===== config.mk =====
export PLATFORM = sky130hd
export DESIGN_NAME = mipse_cpu_flat
export DESIGN_NICKNAME = d
export VERILOG_FILES = /design/src/rtl/mipse_pkg.sv /design/src/rtl/mipse_if.sv /design/src/rtl/mipse_rfile.sv /design/src/rtl/mipse_cpu.sv /design/src/flat_wrapper.sv
export SDC_FILE = /design/constraint.sdc
export NUM_CORES = 2
export LEC_CHECK = 0
export CORE_ASPECT_RATIO = 0.6
export CORE_MARGIN = 2
export CORE_UTILIZATION = 55
export CTS_CLUSTER_DIAMETER = 30
export DETAILED_ROUTE_END_ITERATION = 12
export PLACE_DENSITY = 0.76
export SLEW_MARGIN = 10
export SYNTH_ARGS = -nofsm -noshare
export SYNTH_HDL_FRONTEND = slang
export SYNTH_SLANG_ARGS = --single-unit

===== constraint.sdc =====
create_clock -name clk -period 51.7 [get_ports clk]
set_input_delay 10.34 -clock clk [delete_from_list [all_inputs] [get_ports clk]]
set_output_delay 10.34 -clock clk [all_outputs]
set_load 0.05 [all_outputs]

===== src/rtl/mipse_pkg.sv =====
// mipse_pkg: shared width, opcode/funct constants, ALU-control enum and level constants
package mipse_pkg;
  localparam int DATA_W = 32;
  localparam logic ENABLE = 1'b1;
  localparam logic DISABLE = 1'b0;
  localparam logic [5:0] OP_R = 6'h00, OP_J = 6'h02, OP_JAL = 6'h03, OP_BEQ = 6'h04,
                         OP_BNE = 6'h05, OP_ADDI = 6'h08, OP_SLTI = 6'h0a, OP_ANDI = 6'h0c,
                         OP_ORI = 6'h0d, OP_LUI = 6'h0f, OP_LB = 6'h20, OP_LW = 6'h23,
                         OP_SW = 6'h2b;
  localparam logic [5:0] F_SLL = 6'h00, F_SRL = 6'h02, F_JR = 6'h08, F_ADD = 6'h20,
                         F_SUB = 6'h22, F_AND = 6'h24, F_OR = 6'h25, F_SLT = 6'h2a;
  typedef enum logic [2:0] {ALU_ADD, ALU_SUB, ALU_AND, ALU_OR, ALU_SLT, ALU_SLL, ALU_SRL, ALU_LUI} alu_t;
endpackage


===== src/rtl/mipse_if.sv =====
// mipse_if: core <-> imem/dmem bus; master = core (instr/readdata in; pc/aluresult/writedata/memwrite out)
interface mipse_if;
  import mipse_pkg::*;
  logic [DATA_W-1:0] instr, readdata, pc, aluresult, writedata;
  logic memwrite;
  modport master(input instr, readdata, output pc, aluresult, writedata, memwrite);
  modport slave(output instr, readdata, input pc, aluresult, writedata, memwrite);
endinterface


===== src/rtl/mipse_rfile.sv =====
// mipse_rfile: 32x32 register file, 2 async read ports, 1 write port; ports clk, rst_n (active-high async clear), we/wa/wd, ra1/ra2 -> rd1/rd2
module mipse_rfile
  import mipse_pkg::*;
(
  input  logic              clk,
  input  logic              rst_n,
  input  logic              we,
  input  logic [4:0]        ra1,
  input  logic [4:0]        ra2,
  input  logic [4:0]        wa,
  input  logic [DATA_W-1:0] wd,
  output logic [DATA_W-1:0] rd1,
  output logic [DATA_W-1:0] rd2
);
  logic [DATA_W-1:0] rf [0:31];
  always_ff @(posedge clk or posedge rst_n)
    if (rst_n)
      for (int i = 0; i < 32; i++) rf[i] <= '0;
    else if (we && wa != 5'd0)
      rf[wa] <= wd;
  assign rd1 = ra1 == 5'd0 ? '0 : rf[ra1];
  assign rd2 = ra2 == 5'd0 ? '0 : rf[ra2];
endmodule


===== src/rtl/mipse_cpu.sv =====
// mipse_cpu: single-cycle MIPS-subset core; ports clk, rst_n (active-high async), bus (mipse_if.master); `MIPSE_LB_EN enables lb
module mipse_cpu
  import mipse_pkg::*;
(
  input logic      clk,
  input logic      rst_n,
  mipse_if.master  bus
);
  logic [5:0] op, funct;
  logic [4:0] rs, rt, rd, shamt, wa;
  logic [15:0] imm;
  logic [DATA_W-1:0] a, b, rt_val, ext, pc4, result, lbv, pc_next;
  logic regwrite, regdst, alusrc, zimm, memwr, ld, branch, bne, jump, link, jr, taken, lb_op;
  alu_t alu;
  assign {op, rs, rt, rd, shamt, funct} = bus.instr;
  assign imm = bus.instr[15:0];
  assign ext = zimm ? {16'h0, imm} : {{16{imm[15]}}, imm};
`ifdef MIPSE_LB_EN
  assign lb_op = op == OP_LB;
`else
  assign lb_op = DISABLE;
`endif
  always_comb begin
    regwrite = DISABLE; regdst = 1'b0; alusrc = 1'b0; zimm = 1'b0; alu = ALU_ADD;
    memwr = DISABLE; ld = 1'b0; branch = 1'b0; bne = 1'b0; jump = 1'b0; link = 1'b0; jr = 1'b0;
    case (op)
      OP_R: begin
        regdst = 1'b1;
        case (funct)
          F_ADD: regwrite = ENABLE;
          F_SUB: begin regwrite = ENABLE; alu = ALU_SUB; end
          F_AND: begin regwrite = ENABLE; alu = ALU_AND; end
          F_OR:  begin regwrite = ENABLE; alu = ALU_OR; end
          F_SLT: begin regwrite = ENABLE; alu = ALU_SLT; end
          F_SLL: begin regwrite = ENABLE; alu = ALU_SLL; end
          F_SRL: begin regwrite = ENABLE; alu = ALU_SRL; end
          F_JR:  jr = 1'b1;
          default: ;
        endcase
      end
      OP_ADDI: begin regwrite = ENABLE; alusrc = 1'b1; end
      OP_SLTI: begin regwrite = ENABLE; alusrc = 1'b1; alu = ALU_SLT; end
      OP_ANDI: begin regwrite = ENABLE; alusrc = 1'b1; zimm = 1'b1; alu = ALU_AND; end
      OP_ORI:  begin regwrite = ENABLE; alusrc = 1'b1; zimm = 1'b1; alu = ALU_OR; end
      OP_LUI:  begin regwrite = ENABLE; alusrc = 1'b1; zimm = 1'b1; alu = ALU_LUI; end
      OP_LW:   begin regwrite = ENABLE; alusrc = 1'b1; ld = 1'b1; end
      OP_LB:   begin regwrite = lb_op; alusrc = 1'b1; end
      OP_SW:   begin memwr = ENABLE; alusrc = 1'b1; end
      OP_BEQ:  branch = 1'b1;
      OP_BNE:  begin branch = 1'b1; bne = 1'b1; end
      OP_J:    jump = 1'b1;
      OP_JAL:  begin jump = 1'b1; link = 1'b1; regwrite = ENABLE; end
      default: ;
    endcase
  end
  mipse_rfile rfile_1 (.clk(clk), .rst_n(rst_n), .we(regwrite), .ra1(rs), .ra2(rt), .wa(wa),
                       .wd(result), .rd1(a), .rd2(rt_val));
  assign b = alusrc ? ext : rt_val;
  always_comb
    case (alu)
      ALU_SUB: bus.aluresult = a - b;
      ALU_AND: bus.aluresult = a & b;
      ALU_OR:  bus.aluresult = a | b;
      ALU_SLT: bus.aluresult = {31'h0, $signed(a) < $signed(b)};
      ALU_SLL: bus.aluresult = b << shamt;
      ALU_SRL: bus.aluresult = b >> shamt;
      ALU_LUI: bus.aluresult = b << 16;
      default: bus.aluresult = a + b;
    endcase
  assign lbv = {{24{bus.readdata[{bus.aluresult[1:0], 3'b000} + 7]}}, bus.readdata[{bus.aluresult[1:0], 3'b000} +: 8]};
  assign pc4 = bus.pc + 32'd4;
  assign result = link ? pc4 : ld ? bus.readdata : lb_op ? lbv : bus.aluresult;
  assign wa = link ? 5'd31 : regdst ? rd : rt;
  assign taken = branch && (bne ? a != rt_val : a == rt_val);
  assign pc_next = jr ? a : jump ? {pc4[31:28], bus.instr[25:0], 2'b00} :
                   taken ? pc4 + {ext[29:0], 2'b00} : pc4;
  assign bus.writedata = rt_val;
  assign bus.memwrite = memwr && !rst_n;
  always_ff @(posedge clk or posedge rst_n)
    if (rst_n) bus.pc <= '0;
    else bus.pc <= pc_next;
endmodule


===== src/flat_wrapper.sv =====
// flat-port wrapper written by rule: the top's interface ports become plain ports
module mipse_cpu_flat import mipse_pkg::*;
  (clk, rst_n, bus_instr, bus_readdata, bus_pc, bus_aluresult, bus_writedata, bus_memwrite);
  mipse_if bus_i ();
  input logic clk;
  input logic rst_n;
  input wire logic [$bits(bus_i.instr)-1:0] bus_instr;
  input wire logic [$bits(bus_i.readdata)-1:0] bus_readdata;
  output wire logic [$bits(bus_i.pc)-1:0] bus_pc;
  output wire logic [$bits(bus_i.aluresult)-1:0] bus_aluresult;
  output wire logic [$bits(bus_i.writedata)-1:0] bus_writedata;
  output wire logic [$bits(bus_i.memwrite)-1:0] bus_memwrite;
  assign bus_i.instr = bus_instr;
  assign bus_i.readdata = bus_readdata;
  assign bus_pc = bus_i.pc;
  assign bus_aluresult = bus_i.aluresult;
  assign bus_writedata = bus_i.writedata;
  assign bus_memwrite = bus_i.memwrite;
  mipse_cpu u_core (.clk(clk), .rst_n(rst_n), .bus(bus_i));
endmodule

* Yosys cells after proc, flatten, opt, wreduce, memory -nomap -nowiden
Cells that the tools add are included.
** Word-level totals
- Register bits :: 1056
- Input port bits :: 66
- Output and inout bits :: 97
- Logic and storage cells :: 130
** Operators by class
- $add $sub $neg :: 4
- Magnitude comparators :: 5
- Equality and inequality tests :: 28
- Shift-type cells :: 2
- Multiplexer cells :: 37
- Bitwise operators :: 5
- Reduce and logical (&&, ||, !) cells :: 16
** Operator list (number)
- $bwmux W1024 :: 1
- $mux W32 :: 14
- $bmux W32 S5 :: 2
- $pmux W32 S7 :: 1
- $demux W32 S5 :: 1
- $add A32 B32 Y32 :: 2
- $eq A6 B6 Y1 const B :: 8
- $eq A6 B4 Y1 const B :: 6
- $add A32 B3 Y32 const B :: 1
- $and A32 B32 Y32 :: 1
- $eq A32 B32 Y1 :: 1
- $lt A32 B32 Y1 :: 1
- $ne A32 B32 Y1 :: 1
- $or A32 B32 Y32 :: 1
- $shl A32 B5 Y32 :: 1
- $shr A32 B5 Y32 :: 1
- $sub A32 B32 Y32 :: 1
- $eq A6 B2 Y1 const B :: 3
- $ge A6 B6 Y1 const B :: 3
- $not A5 Y6 :: 3
- $pmux W3 S6 :: 1
- $pmux W3 S5 :: 1
- $reduce_or A7 Y1 :: 2
- $mux W1 :: 13
- 15 further kinds :: 27

* Logic depth before layout (Yosys ltp)
- Word-level depth :: 11
- Depth in mapped cells :: 31
- Mapped depth without buffers :: 21

* Hierarchy
From an unflattened synthesis, not the netlist that was laid out.
** Unflattened totals
- Cell total of the unflattened synthesis :: 5655
- Area total of the unflattened synthesis :: 69096.3 um^2
** Modules (own cells, without submodules)
- mipse_rfile :: instances 1, cells an instance 3613, area each 54900.2 um^2, sequential area each 25624.6 um^2
- mipse_cpu :: instances 1, cells an instance 2042, area each 14196.1 um^2, sequential area each 800.8 um^2

* Worst setup path after synthesis
No wires, ideal clock.
- Path kind :: in2out
- Start point :: in bus_instr[21]
- End point :: out bus_aluresult[26]
- Data arrival time :: 16.739 ns
- Data required time :: 41.360 ns
- Slack :: 24.621 ns
- Stages :: 17
- Buffers on the path :: 3
- Cells stage by stage :: buf_2 -> buf_1 -> buf_2 -> mux4_2 -> mux4_2 -> a22oi_1 -> inv_1 -> fa_1 -> nor2b_1 -> o21ai_0 -> o211ai_1 -> o311a_1 -> o31a_1 -> a21o_1 -> a211oi_1 -> nor3_1 -> o311ai_0
** Between the ends
- Cells in the longest elaborated chain, start to end :: 7
- Elaborated cells on any way between the ends :: 11
- Classes of those cells :: add/sub: 2; mux: 5; bitwise: 3; reduce/logical: 1
** RTL lines
- start, declared :: RTL line flat_wrapper.sv:7 : input wire logic [$bits(bus_i.instr)-1:0] bus_instr;
- $not A5 Y6 (implied by the code) :: RTL line mipse_rfile.sv:21 : assign rd1 = ra1 == 5'd0 ? '0 : rf[ra1];
- $bmux W32 S5 :: RTL line mipse_rfile.sv:21
- $mux W32 (implied by the code) (2 in a row) :: RTL line mipse_rfile.sv:21
- $mux W32 (*) :: RTL line mipse_rfile.sv:21
- $add A32 B32 Y32, or another cell as far along :: RTL line mipse_cpu.sv:68 : default: bus.aluresult = a + b;
- $pmux W32 S7 (*) :: RTL line mipse_cpu.sv:60 : case (alu)
- end, declared :: RTL line flat_wrapper.sv:10 : output wire logic [$bits(bus_i.aluresult)-1:0] bus_aluresult;
Every way passes the cells marked *; elsewhere a longest branch is shown, timed or not. The select of a mux whose other input is x is not followed.

* Worst setup path in the final report
- Start point :: in bus_instr[16]
- End point :: out bus_aluresult[0]
** Between the ends
- Cells in the longest elaborated chain, start to end :: 8
- Elaborated cells on any way between the ends :: 15
- Classes of those cells :: add/sub: 2; order compare: 1; shift: 2; mux: 6; bitwise: 3; reduce/logical: 1
** RTL lines
- $not A5 Y6 (implied by the code) :: RTL line mipse_rfile.sv:22 : assign rd2 = ra2 == 5'd0 ? '0 : rf[ra2];
- $bmux W32 S5 :: RTL line mipse_rfile.sv:22
- $mux W32 (implied by the code) (2 in a row) :: RTL line mipse_rfile.sv:22
- $mux W32 (*) :: RTL line mipse_rfile.sv:22
- $mux W32 (*) :: RTL line mipse_cpu.sv:58 : assign b = alusrc ? ext : rt_val;
- $add A32 B32 Y32, or another cell as far along :: RTL line mipse_cpu.sv:68
- $pmux W32 S7 (*) :: RTL line mipse_cpu.sv:60
Marks and branches as above.

==> flow_metrics.tcl <==
set metrics [dict create \
    cap_violations 2 \
    drv_slew 5 \
    fp-row-count 99 \
    via_per_inst 7.58 \
    io_pins 163 \
    clk_pin_slew_worst_paths_ns 0.05 \
    wl_mm 319 \
    antenna_found_initial 18 \
    crit_required_ns 41.36 \
    synthTopCellsByCount "1056 x dfrtp_1, 965 x nand2_1, 713 x o21ai_0" \
    worstReg2RegEnd "u_core.rfile_1.rf[502]$_DFFE_PP0P_" \
    ys.flop_type "dfrtp_1" \
    synth_top_cell_by_area "dfrtp_1" \
    yosys.cell_types.count 106 \
    cts_sinks 1056 \
    vias 61992 \
    hold_buffers 0 \
    detail_route.wl_per_cell_um 38.9 \
    post-cts-setup-buffers 0 \
    synth-warning-count 0 \
    synthCells 6516 \
    peakVddDrop_mv 0.0363 \
    tightest_slew_ns 1.53 \
    synth_area_um2 68000 \
    fin_skew_ns 0.0620 \
    h-tree-depth 4 \
    critPathKind "primary input to output port" \
    arrival_ns 19.74 \
    relSlewSlack -0.0237 \
    cts_root_buf "clkbuf_16" \
    portBuffers 162 \
    grt_pass1_vias 59082 \
    grt-ovfl-total 0 \
    violations "max-capacitance violations, max-slew violations" \
    die_h_um 276 \
    yosysSeqAreaShare 0.389 \
    p_total_w 0.00318 \
    cp-start-kind "primary input" \
    fp.coreArea_um2 122000 \
    cts_resized 0 \
    drc 0 \
    cts_tree "yes" \
    start_util 0.557 \
    cts_buffer_depth 3 \
    r2r_start "u_core.rfile_1.rf[355]$_DFFE_PP0P_" \
    endpoint_kind "output port" \
    drive_above_1_share 0.227 \
    timing.fmax_mhz 33.2 \
    hold_depth 0 \
    synth_area_per_cell_um2 10.4 \
    setup_tns_ns 0 \
    ant_nets 0 \
    dp_hpwl_mm 219 \
    place_congestion 1.18 \
    rsz0062_at_grt "no" \
    yosysMostFrequentCell "dfrtp_1" \
    die-width_um 458 \
    final_nets 6628 \
    outcome "finished with violations" \
    reg2reg_slack_ns 44.05 \
    power_leakage_nw 33.2 \
    p_per_area_nw_per_um2 41.6 \
    path_max_fanout 99 \
    track_usage 0.497 \
    synthArstFlopShare 1.00 \
    synth_top_cell_area_share 0.389 \
    ff2ff_path_depth 16 \
    hold_end "u_core.rfile_1.rf[1002]$_DFFE_PP0P_" \
    clk_latency_ns 0.82 \
    cts_buffers 147 \
    synth_fp_nets 6711 \
    drtIter0Drc 10815 \
    worstHoldStart "u_core.rfile_1.rf[1002]$_DFFE_PP0P_" \
    grt_pass1_wl_mm 447 \
    grt_max_degree 166 \
    hold_class "flop to flop" \
    finalSetupViolations 0 \
    die_area_um2 127000 \
    period_needed_ns 30.08 \
    dr.pass1.iters 7 \
    synth.area.top_cells "dfrtp_1 39%, mux4_2 15%, mux2_2 6.0%" \
    synth_edf_count 0 \
    ys_seq_elements 1056 \
    hold_viol_final 0 \
    syn2layout_area_growth_pct 12.5 \
    period_share 0.582 \
]
-- how the worst max path moves through the flow --
stage / start / endpoint / slack, ns / cells past startpoint
floorplan: rst_n / u_core.bus.pc[0]$_DFFE_PP0P_ / 11.64 / 1
global placement: bus_instr[16] / bus_aluresult[22] / 22.06 / 23
detailed placement: bus_instr[16] / bus_aluresult[22] / 21.99 / 23
CTS: bus_instr[16] / bus_aluresult[22] / 21.97 / 23
global route: bus_instr[16] / bus_aluresult[22] / 21.37 / 24
finish: bus_instr[16] / bus_aluresult[0] / 21.62 / 21
-- registers in the layout, indices dropped and copies added (netlist names) --
register           count
u_core.bus.pc         32
u_core.rfile_1.rf   1024
-- power breakdown --
group / switching [W] / leakage [nW] / internal (W)
clock network: 0.000443 / 2.62 / 0.000681
logic: 0.000645 / 16.2 / 0.000355
registers: 0.000109 / 14.3 / 0.000946
-- area by class of cell --
type,count,area [µm²]
sequential,1056,26400
tap,1616,2020
multi-input combinational,4701,38700
clock buffer,169,3870
fill,9446,45600
clock inverter,98,1610
timing repair buffer,387,3380
antenna,14,35.0
inverter,140,536
-- per-layer routing --
metal / global-route usage / wire [µm]
met1: 0.692 / 123000
met2: 0.626 / 121000
met3: 0.262 / 56200
met4: 0.237 / 17900
met5: 0.0165 / 360
-- cell families after synthesis --
group / Yosys count / synth area share
AND/OR/NAND/NOR: 1700 / 0.110
flip-flops: 1056 / 0.389
adder cells (fa/ha/maj): 129 / 0.0241
AO/OA/AOI/OAI: 1695 / 0.161
multiplexers: 1067 / 0.253
XOR/XNOR: 110 / 0.0142
buffers and inverters: 759 / 0.0497
-- cells in the final DEF, fill, tap and decap left out, drive strengths merged, types with 52 or more instances in the layout --
| cell type | Yosys | routed |
|---|---|---|
| buf | 187 | 236 |
| nor2 | 267 | 267 |
| a211oi | 52 | 52 |
| nand2 | 965 | 965 |
| clkdlybuf4s50 | 0 | 151 |
| o22ai | 68 | 68 |
| a22oi | 70 | 70 |
| clkbuf | 432 | 169 |
| a221oi | 56 | 56 |
| o31ai | 84 | 84 |
| mux4 | 480 | 480 |
| nor3 | 89 | 89 |
| mux2i | 221 | 221 |
| xnor2 | 89 | 89 |
| inv | 139 | 168 |
| ha | 126 | 126 |
| mux2 | 366 | 366 |
| a21oi | 182 | 182 |
| nand3 | 105 | 105 |
| dfrtp | 1056 | 1056 |
| o221ai | 54 | 54 |
| o21ai | 745 | 745 |
-- worst max-delay path, stage by stage --
cell and delay [ns]:
buf_8 0.60, buf_4 0.76, buf_12 0.60, buf_4 0.83, mux4_2 0.63, a22o_1 0.27
a211oi_1 0.82, nor2_1 0.31, nand2_1 0.19, nand2_1 0.10, inv_1 0.19, ha_1 0.40
inv_1 0.15, a21oi_1 0.16, o21bai_1 0.10, a221oi_1 0.34, a21oi_1 0.16, o21ai_0 1.10
a31o_2 0.31, a21boi_0 0.19, clkdlybuf4s50_1 0.84
-- stage by stage --
step                      instances  hold WS, ns  setup WS, ns  utilization  instance area, µm²
after global placement         7900        0.376         22.06        0.581               71000
final                          8181        0.393         21.62        0.627               76500
after CTS                      8167        0.394         21.97        0.626               76500
after global routing           8168        0.411         21.37        0.626               76500
after detailed placement       7900        0.382         21.99        0.581               71000
after floorplan                6516        0.438         11.64            -               68000
Power figures use the tool's default switching activity.
